--- src/rtl/imem_loader_pkg.sv ---
// imem_loader_pkg: loader state encodings and memory-map constants shared by the loader and the instruction memory
package imem_loader_pkg;
  typedef enum logic [2:0] {IDLE, BASE, COUNT, DATA, CHECK, DONE, ERROR} state_t;
  localparam logic [31:0] IMEM_BASE = 32'h0040_0000;
  localparam logic [31:0] LOADER_MAGIC = 32'h4D49_5053;
  localparam int IMEM_WORDS = 1024;
endpackage

--- src/rtl/imem_loader_checksum.sv ---
// loader_checksum: mod-2^32 running sum of data words with clear/add enables
module loader_checksum (
  input  logic        clock,
  input  logic        reset,
  input  logic        clr,
  input  logic        add,
  input  logic [31:0] data,
  output logic [31:0] sum
);
  always_ff @(posedge clock)
    if (reset || clr) sum <= '0;
    else if (add) sum <= sum + data;
endmodule

--- src/rtl/imem_loader.sv ---
// imem_loader: writes a framed word stream into instruction memory and holds the CPU until the image is in place.
// Define IMEM_LOADER_CHECKSUM_EN to require a trailing checksum word after the data.
module imem_loader
  import imem_loader_pkg::*;
#(
  parameter logic [31:0] MEM_BASE  = IMEM_BASE,
  parameter int          MAX_WORDS = IMEM_WORDS,
  parameter logic [31:0] MAGIC     = LOADER_MAGIC
) (
  input  logic        clock,
  input  logic        reset,
  input  logic        in_valid,
  input  logic [31:0] in_data,
  output logic        in_ready,
  output logic        wr_en,
  output logic [31:0] wr_addr,
  output logic [31:0] wr_data,
  output logic        cpu_hold,
  output logic        load_done,
  output logic        load_error,
  output logic [31:0] words_written
);
  // 35 bits so base + 4*N can never wrap, whatever N the host sends
  localparam logic [34:0] WIN_END = 35'(MEM_BASE) + (35'(MAX_WORDS) << 2);
  state_t state, next;
  logic [31:0] base, count, idx;
  logic fire, base_bad, count_bad, last;
  assign fire = in_valid && in_ready;
  assign last = idx == count - 32'd1;
  assign base_bad = in_data[1:0] != 2'b00 || in_data < MEM_BASE || {3'b0, in_data} >= WIN_END;
  assign count_bad = in_data == '0 || ({3'b0, base} + {1'b0, in_data, 2'b00}) > WIN_END;
  assign in_ready = !(state inside {DONE, ERROR});
  // Release the CPU only once the last registered write has left the loader
  assign load_done = state == DONE && !wr_en;
  assign load_error = state == ERROR;
  assign cpu_hold = !load_done;
`ifdef IMEM_LOADER_CHECKSUM_EN
  localparam state_t DATA_NEXT = CHECK;
  logic [31:0] sum;
  loader_checksum u_sum (
    .clock(clock),
    .reset(reset),
    .clr(fire && state == COUNT),
    .add(fire && state == DATA),
    .data(in_data),
    .sum(sum)
  );
`else
  localparam state_t DATA_NEXT = DONE;
`endif
  always_comb begin
    next = state;
    if (fire)
      case (state)
        IDLE:  next = in_data == MAGIC ? BASE : IDLE;
        BASE:  next = base_bad ? ERROR : COUNT;
        COUNT: next = count_bad ? ERROR : DATA;
        DATA:  next = last ? DATA_NEXT : DATA;
`ifdef IMEM_LOADER_CHECKSUM_EN
        CHECK: next = in_data == sum ? DONE : ERROR;
`endif
        default: next = state;
      endcase
  end
  always_ff @(posedge clock) begin
    if (reset) begin
      state <= IDLE;
      wr_en <= 1'b0;
      wr_addr <= '0;
      wr_data <= '0;
      words_written <= '0;
      base <= '0;
      count <= '0;
      idx <= '0;
    end else begin
      state <= next;
      wr_en <= fire && state == DATA;
      if (fire && state == BASE) base <= in_data;
      if (fire && state == COUNT) begin
        count <= in_data;
        idx <= '0;
        words_written <= '0;
      end
      if (fire && state == DATA) begin
        wr_addr <= base + (idx << 2);
        wr_data <= in_data;
        idx <= idx + 32'd1;
        words_written <= words_written + 32'd1;
      end
    end
  end
endmodule
--- config.mk ---
export PLATFORM = sky130hd
export DESIGN_NAME = imem_loader
export DESIGN_NICKNAME = d
export VERILOG_FILES = /design/src/rtl/imem_loader_pkg.sv /design/src/rtl/imem_loader_checksum.sv /design/src/rtl/imem_loader.sv
export SDC_FILE = /design/constraint.sdc
export NUM_CORES = 1
export LEC_CHECK = 0
export ABC_AREA = 1
export CAP_MARGIN = 20
export CORE_MARGIN = 5
export CORE_UTILIZATION = 30
export CTS_CLUSTER_SIZE = 20
export DETAILED_ROUTE_END_ITERATION = 16
export PLACE_DENSITY = 0.6
export SLEW_MARGIN = 20
export SYNTH_ARGS = -nofsm -noshare
export SYNTH_HDL_FRONTEND = slang
export SYNTH_SLANG_ARGS = --single-unit
--- constraint.sdc ---
create_clock -name clock -period 7.9 [get_ports clock]
set_input_delay 0.79 -clock clock [delete_from_list [all_inputs] [get_ports clock]]
set_output_delay 0.79 -clock clock [all_outputs]
set_load 0.02 [all_outputs]
==> summary.txt, run 1 <==
Clocking
  – Clock Tree Root: clkbuf_16
  – Clock sinks: 196
  – Max clock buf depth: 2
  – Post-CTS Resized: 0
  – Num CTS Buffers: 17
  – Setup Fix Bufs, Post-CTS: 0
  – Worst skew pair latency: 0.47 ns
  – Hold Buf Count CTS: 0
  – H-tree Lvls: 4
  – Clock Pin Slew Worst Setup and Hold Paths: 0.07 ns
  – CTS tree: built

Synthesis
  – Netlist cell types: 51
  – Cell Area, Synth: 0.0134 mm^2
  – Yosys top cell area share: 29.4%
  – YS warnings: 0
  – Synth Area per Inst: 6.33 um^2
  – Most used flip-flop cell after synthesis: dfxtp_1
  – Yosys reg bits: 196
  – Syn Nets: 2211
  – Synth area leaders: dfxtp_1 (29%), nand2_1 (15%), inv_1 (7.7%)
  – Post-synth EDFFs: 0
  – Sequential-to-total area share from yosys stat: 29.4%
  – Leading area contributor after synthesis: dfxtp_1
  – Cells after Synth: 2112
  – Post-synth ARST share: 0%

Worst setup path
  – CP arrival: 3.99 ns
  – Crit end category: register
  – Setup crit end: state[2]
  – WP data required: 8.22 ns
  – CP Class: in2reg
  – CP startpoint: in_data[0]
  – Startpoint Class: input pin
  – Worst r2r src: idx[0]
  – R2r setup slk: 4.57 ns
  – FF-to-FF End: wr_addr[28]
  – Worst r2r path cells: 15
  – Crit-path max FO: 6

Timing
  – Clock Skews: 0.0191 ns
  – Tmin final: 3.67 ns
  – Worst Hold Slack: 0.465 ns
  – Setup TNS: 0 ns
  – Slew Limit Fails: 0
  – Final Hold Viols: 0
  – Slew HR: 26.8%
  – Worst-Margin Slew: 1.10 ns
  – RSZ-0062 raised after global routing: no
  – Final Cycle Share: 46.5%
  – Final setup fails: 0
  – Maximum clock frequency: 0.272 GHz

Routing
  – Initial DRT Pass Iterations: 5
  – DR vias: 14000
  – Iteration-0 DRC Markers: 993
  – Total wire length: 48100 um
  – Vias per cell: 4.98
  – Average wire per standard cell: 17.1 um
  – DRC viols: 0
  – Post-route ant nets: 0

Power
  – Pwr per Cell Area: 143 mW/mm^2
  – Max rail drop VDD: 0.172 mV
  – Leakage: 7.08 nW

Floorplanning
  – Starting Density: 30.3%
  – Ports: 136
  – Die footprint: 0.0488 mm^2
  – Die H: 221 um
  – Standard-cell row count: 77
  – CORE AREA: 0.0441 mm^2
  – Die span in x: 221 um

Finish
  – Filler cells: 4874
  – Inserted Diodes: 0
  – Area growth syn-to-layout: 18.4%
  – Commonest non-fill, non-tap cells in the layout: nand2_1 (518), inv_1 (274), nor2_1 (271)
  – Total Nets Final: 2314
  – Commonest non-fill, non-tap cell in the layout: nand2_1
  – Fraction of layout instances using a drive strength above 1: 4.62%

Global routing
  – Global route overflow: 0
  – GRT Overall Usage: 19.1%
  – First-pass GRT wire length: 75400 um
  – Largest net degree at the start of global routing: 113
  – Number of global-route vias before repair: 13300
  – Initial antenna violation count: 0

Status
  – Outcome: completed

Placed design
  – Routability cong.: 0.982
  – HPWL Detailed: 37800 um
  – Port bufs: 135

Job
  – Max-cap violations: 0

Min path
  – Worst Hold Class: reg2reg
[critical path: stages]
cell and delay (ns):
clkdlybuf4s50_1 0.58, ha_1 0.35, fa_1 0.45, nand3_1 0.16
nand2_1 0.08, nand2_1 0.08, nand2_1 0.11, nand2_1 0.10
nand2_1 0.11, nand2_1 0.10, nand2_1 0.05, nand2_1 0.06
nand2_1 0.05, nor2_1 0.09, nand3_1 0.08, nor2_1 0.36
nand2_1 0.10, nand2_1 0.08, nand3_1 0.07, nand2_1 0.07
a21oi_1 0.06
[layer usage]
layer	GRT usage [%]	wire length, um	part of all wire, %	vias to the layer above
met1	25.6	21800	45	6478
met2	30.8	21900	46	388
met5	0	0	0	-
li1	-	-	-	7084
met3	2.97	2590	5.4	84
met4	7.76	1800	3.7	0
[Yosys cell counts (all sizes together) (4+ instances only)]
| cell | count |
|---|---|
| o32ai | 11 |
| inv | 279 |
| o21ai | 159 |
| o22ai | 13 |
| xnor2 | 21 |
| nor3 | 39 |
| nand2 | 529 |
| nor4 | 18 |
| a21o | 5 |
| nor2 | 295 |
| o221ai | 5 |
| or2 | 10 |
| dfxtp | 196 |
| a31oi | 10 |
| a21oi | 164 |
| xor2 | 57 |
| ha | 62 |
| o211ai | 8 |
| nand4 | 35 |
| clkbuf | 54 |
| o21bai | 11 |
| nand3 | 98 |
| buf | 4 |
[through the flow]
step                worst slack [ns]  area [um^2]  utilization (%)  std cells  total power (W)
floorplan                       5.15        13400                -       2112          0.00131
global placement                3.58        15300             34.6       2788          0.00144
detailed placement              3.82        15300             34.7       2788          0.00145
CTS                             4.31        15800             35.9       2820          0.00228
global route                    4.00        15800             35.9       2820          0.00237
finish                          4.23        15800             35.9       2820          0.00226
[cells by family (layout without fill, tap and decap cells)]
group | Yosys count | after routing | synth area share [%]
and+or+nand+nor | 1033 | 1033 | 33.3
AOI/OAI and AO/OA | 402 | 402 | 16.6
xor gates and xnor gates | 78 | 78 | 5.11
buffers and inverters | 339 | 455 | 9.55
DFF | 196 | 196 | 29.4
adders and majority gates | 64 | 64 | 6.11
[where the power goes]
part           total, W  switching [W]  internal, W
clock          0.000839       0.000428     0.000411
combinational  0.000399       0.000262     0.000137
sequential      0.00103      0.0000224      0.00100
total           0.00226       0.000712      0.00155
[area by class of cell]
| class | count | area (um^2) | share of cell area, % |
|---|---|---|---|
| flip-flops and latches | 196 | 3920 | 24.8 |
| inverters | 281 | 1050 | 6.67 |
| multi-input cells | 1577 | 8170 | 51.6 |
| repair buffers | 142 | 1400 | 8.84 |
| clock buffers | 21 | 440 | 2.78 |
| clock inverters | 11 | 91.3 | 0.577 |
| well taps | 592 | 741 | 4.68 |
[state kept, by name, summed over array words and instances (netlist names)]
signal	count
base	32
count	32
idx	32
words_written	32
wr_addr	32
wr_data	32
state	3
wr_en	1
[worst min path at each step]
| stage | from | end | slack [ns] | depth (start not counted) |
|---|---|---|---|---|
| floorplan | base[1] | wr_addr[1] | 0.45 | 2 |
| global placement | wr_data[6] | wr_data[6] | 0.45 | 2 |
| detailed placement | wr_data[6] | wr_data[6] | 0.46 | 2 |
| CTS | wr_data[6] | wr_data[6] | 0.47 | 2 |
| global route | wr_data[2] | wr_data[2] | 0.48 | 2 |
| finish | wr_data[6] | wr_data[6] | 0.47 | 2 |
(Power assumes the default switching activity.)
==> inputs of run 2 (changes only) <==
--- a/config.mk
+++ b/config.mk
@@ -11,7 +11,7 @@
 export CORE_UTILIZATION = 30
 export CTS_CLUSTER_SIZE = 20
 export DETAILED_ROUTE_END_ITERATION = 16
-export PLACE_DENSITY = 0.6
+export PLACE_DENSITY = 0.61
 export SLEW_MARGIN = 20
 export SYNTH_ARGS = -nofsm -noshare
 export SYNTH_HDL_FRONTEND = slang
==> constraint.sdc (replaced) <==
create_clock -name clock -period 3 [get_ports clock]
set_input_delay 0.3 -clock clock [delete_from_list [all_inputs] [get_ports clock]]
set_output_delay 0.3 -clock clock [all_outputs]
set_load 0.02 [all_outputs]
==> run 2 against run 1 <==
Effect of this change:
- clock skew rose by 0.00084 ns
- power rose to 2.8 times the previous value
- global-route usage rose by 1.1 points
- clock power rose to 2.9 times the previous value
- first-iteration DRC count rose by 14%
- core utilization rose by 2.3 points
- cell area rose by 6.3%
- register-to-register slack got worse by 4.4 ns
- clock-buffer cell count fell by 2
- critical path depth fell by 6
- die area did not move
- largest cell class unchanged
- cell count rose by 4.2%
==> summary.txt, run 2 (same netlist as run 1, synthesis figures left out) <==
Placed design
  – DP Area: 0.0162 mm^2
  – Routability cong.: 0.960
  – HPWL Detailed: 40000 um
  – Dpl ws: -0.127 ns
  – Port bufs: 135
  – Inst Count DP: 2908

Clocking
  – Num CTS Buffers: 17
  – CTS tree: built
  – Clock Pin Slew Worst Setup and Hold Paths: 0.08 ns
  – Setup Fix Bufs, Post-CTS: 0
  – Clock Tree Root: clkbuf_16
  – Max clock buf depth: 2
  – Worst skew pair latency: 0.47 ns
  – Clock sinks: 196
  – H-tree Lvls: 4

Timing
  – Tmin final: 2.79 ns
  – Setup slack after layout: 0.213 ns
  – Final Cycle Share: 92.9%
  – Worst-Margin Slew: 0.736 ns
  – Slew Limit Fails: 0
  – Final Hold Viols: 0
  – Slew HR: 50.5%
  – Maximum clock frequency: 0.359 GHz
  – RSZ-0062 raised after global routing: no
  – Clock Skews: 0.0200 ns
  – Final setup fails: 0
  – Setup TNS: 0 ns

Routing
  – Initial DRT Pass Iterations: 6
  – Average wire per standard cell: 17.2 um
  – Vias per cell: 4.94
  – DR vias: 14500
  – Post-route ant nets: 0
  – Uppermost layer routed: met4
  – Total wire length: 50700 um
  – DR WL met2: 22500 um
  – DRC viols: 0
  – WL met1: 23600 um
  – WL met3: 3020 um
  – Iteration-0 DRC Markers: 1136

Floorplanning
  – Die H: 221 um
  – CORE AREA: 0.0441 mm^2
  – Die footprint: 0.0488 mm^2
  – Ports: 136
  – Starting Density: 30.3%
  – Die span in x: 221 um
  – Standard-cell row count: 77

Finish
  – Inserted Diodes: 0
  – Fraction of layout instances using a drive strength above 1: 9.71%
  – Commonest non-fill, non-tap cells in the layout: nand2_1 (518), inv_1 (274), nor2_1 (270)
  – Total Nets Final: 2434
  – Non-filler cells, final: 2939
  – Filler cells: 4775
  – Commonest non-fill, non-tap cell in the layout: nand2_1
  – Fin area: 0.0168 mm^2
  – Area growth syn-to-layout: 25.9%

Worst setup path
  – Crit-path max FO: 4
  – CP arrival: 3.20 ns
  – Startpoint Class: register
  – Worst r2r path cells: 15
  – CP Class: reg2reg
  – Crit end category: register
  – WP data required: 3.41 ns

Power
  – Pwr per Cell Area: 376 mW/mm^2
  – Leakage: 7.70 nW
  – Max rail drop VDD: 0.464 mV
  – Total power: 0.00633 W

Global routing
  – First-pass GRT wire length: 78700 um
  – Largest net degree at the start of global routing: 97
  – Global route overflow: 0
  – Initial antenna violation count: 0
  – GRT Overall Usage: 20.2%
  – Number of global-route vias before repair: 13800

Job
  – Max-cap violations: 0

Min path
  – Cells on Worst Hold Path: 2
  – Worst Hold Class: in2reg

Status
  – Outcome: completed
run 2: cell count changes in the layout (fill, tap and decap cells not counted), sizes merged:
cell / delta
clkinv: +2
clkinvlp: -1
inv: -2
bufinv: +2
clkbuf: -2
buf: +120
run 2: repair_timing:
action	4_1_cts	5_1_grt
resized for setup	0	5
hold buffers	0	0
setup endpoints to repair	0	4
run 2: report_power, final:
group	switching, W	internal, W	total (W)
Clock	0.00114	0.00127	0.00241
Sequential	0.0000610	0.00264	0.00270
Combinational	0.000744	0.000470	0.00121
Total	0.00195	0.00438	0.00633
run 2: worst paths after layout:
path / endpoint / slack (ns) / start
worst max-delay path: wr_addr[23] / 0.21 / base[4]
worst min-delay path: words_written[31] / 0.20 / reset
worst max register to register: wr_addr[23] / 0.21 / base[4]
worst min register to register: wr_data[4] / 0.47 / wr_data[4]
run 2: layout make-up:
class                   instances  area, um^2  area share, %
multi-input cells            1577        8180           48.6
flip-flops and latches        196        3920           23.3
repair buffers                262        2340           13.9
inverters                     281        1050           6.27
well taps                     592         741           4.40
clock buffers                  19         443           2.63
clock inverters                12         144          0.855
run 2: per-stage QoR:
| stage | hold WS [ns] | utilization, % |
|---|---|---|
| floorplan | 0.435 | - |
| global placement | 0.453 | 36.8 |
| detailed placement | 0.458 | 36.8 |
| CTS | 0.169 | 38.1 |
| global route | 0.208 | 38.1 |
| finish | 0.204 | 38.1 |
run 2: layer usage:
layer,up-vias,global-route usage [%]
met5,-,0
met4,0,7.02
met3,68,3.15
met2,440,32.1
met1,6701,27.8
li1,7317,-
run 2: critical path, cell delays in order, from the launching register on:
cell,delay [ns]
dfxtp_1,0.47
ha_1,0.33
nand2_1,0.09
nand2_1,0.05
a31oi_1,0.42
o21bai_1,0.14
a21oi_1,0.16
buf_4,0.15
o21bai_1,0.14
a21oi_1,0.25
o21ai_0,0.15
nand2_1,0.07
inv_1,0.04
o21ai_0,0.14
nand2_1,0.07
inv_1,0.05
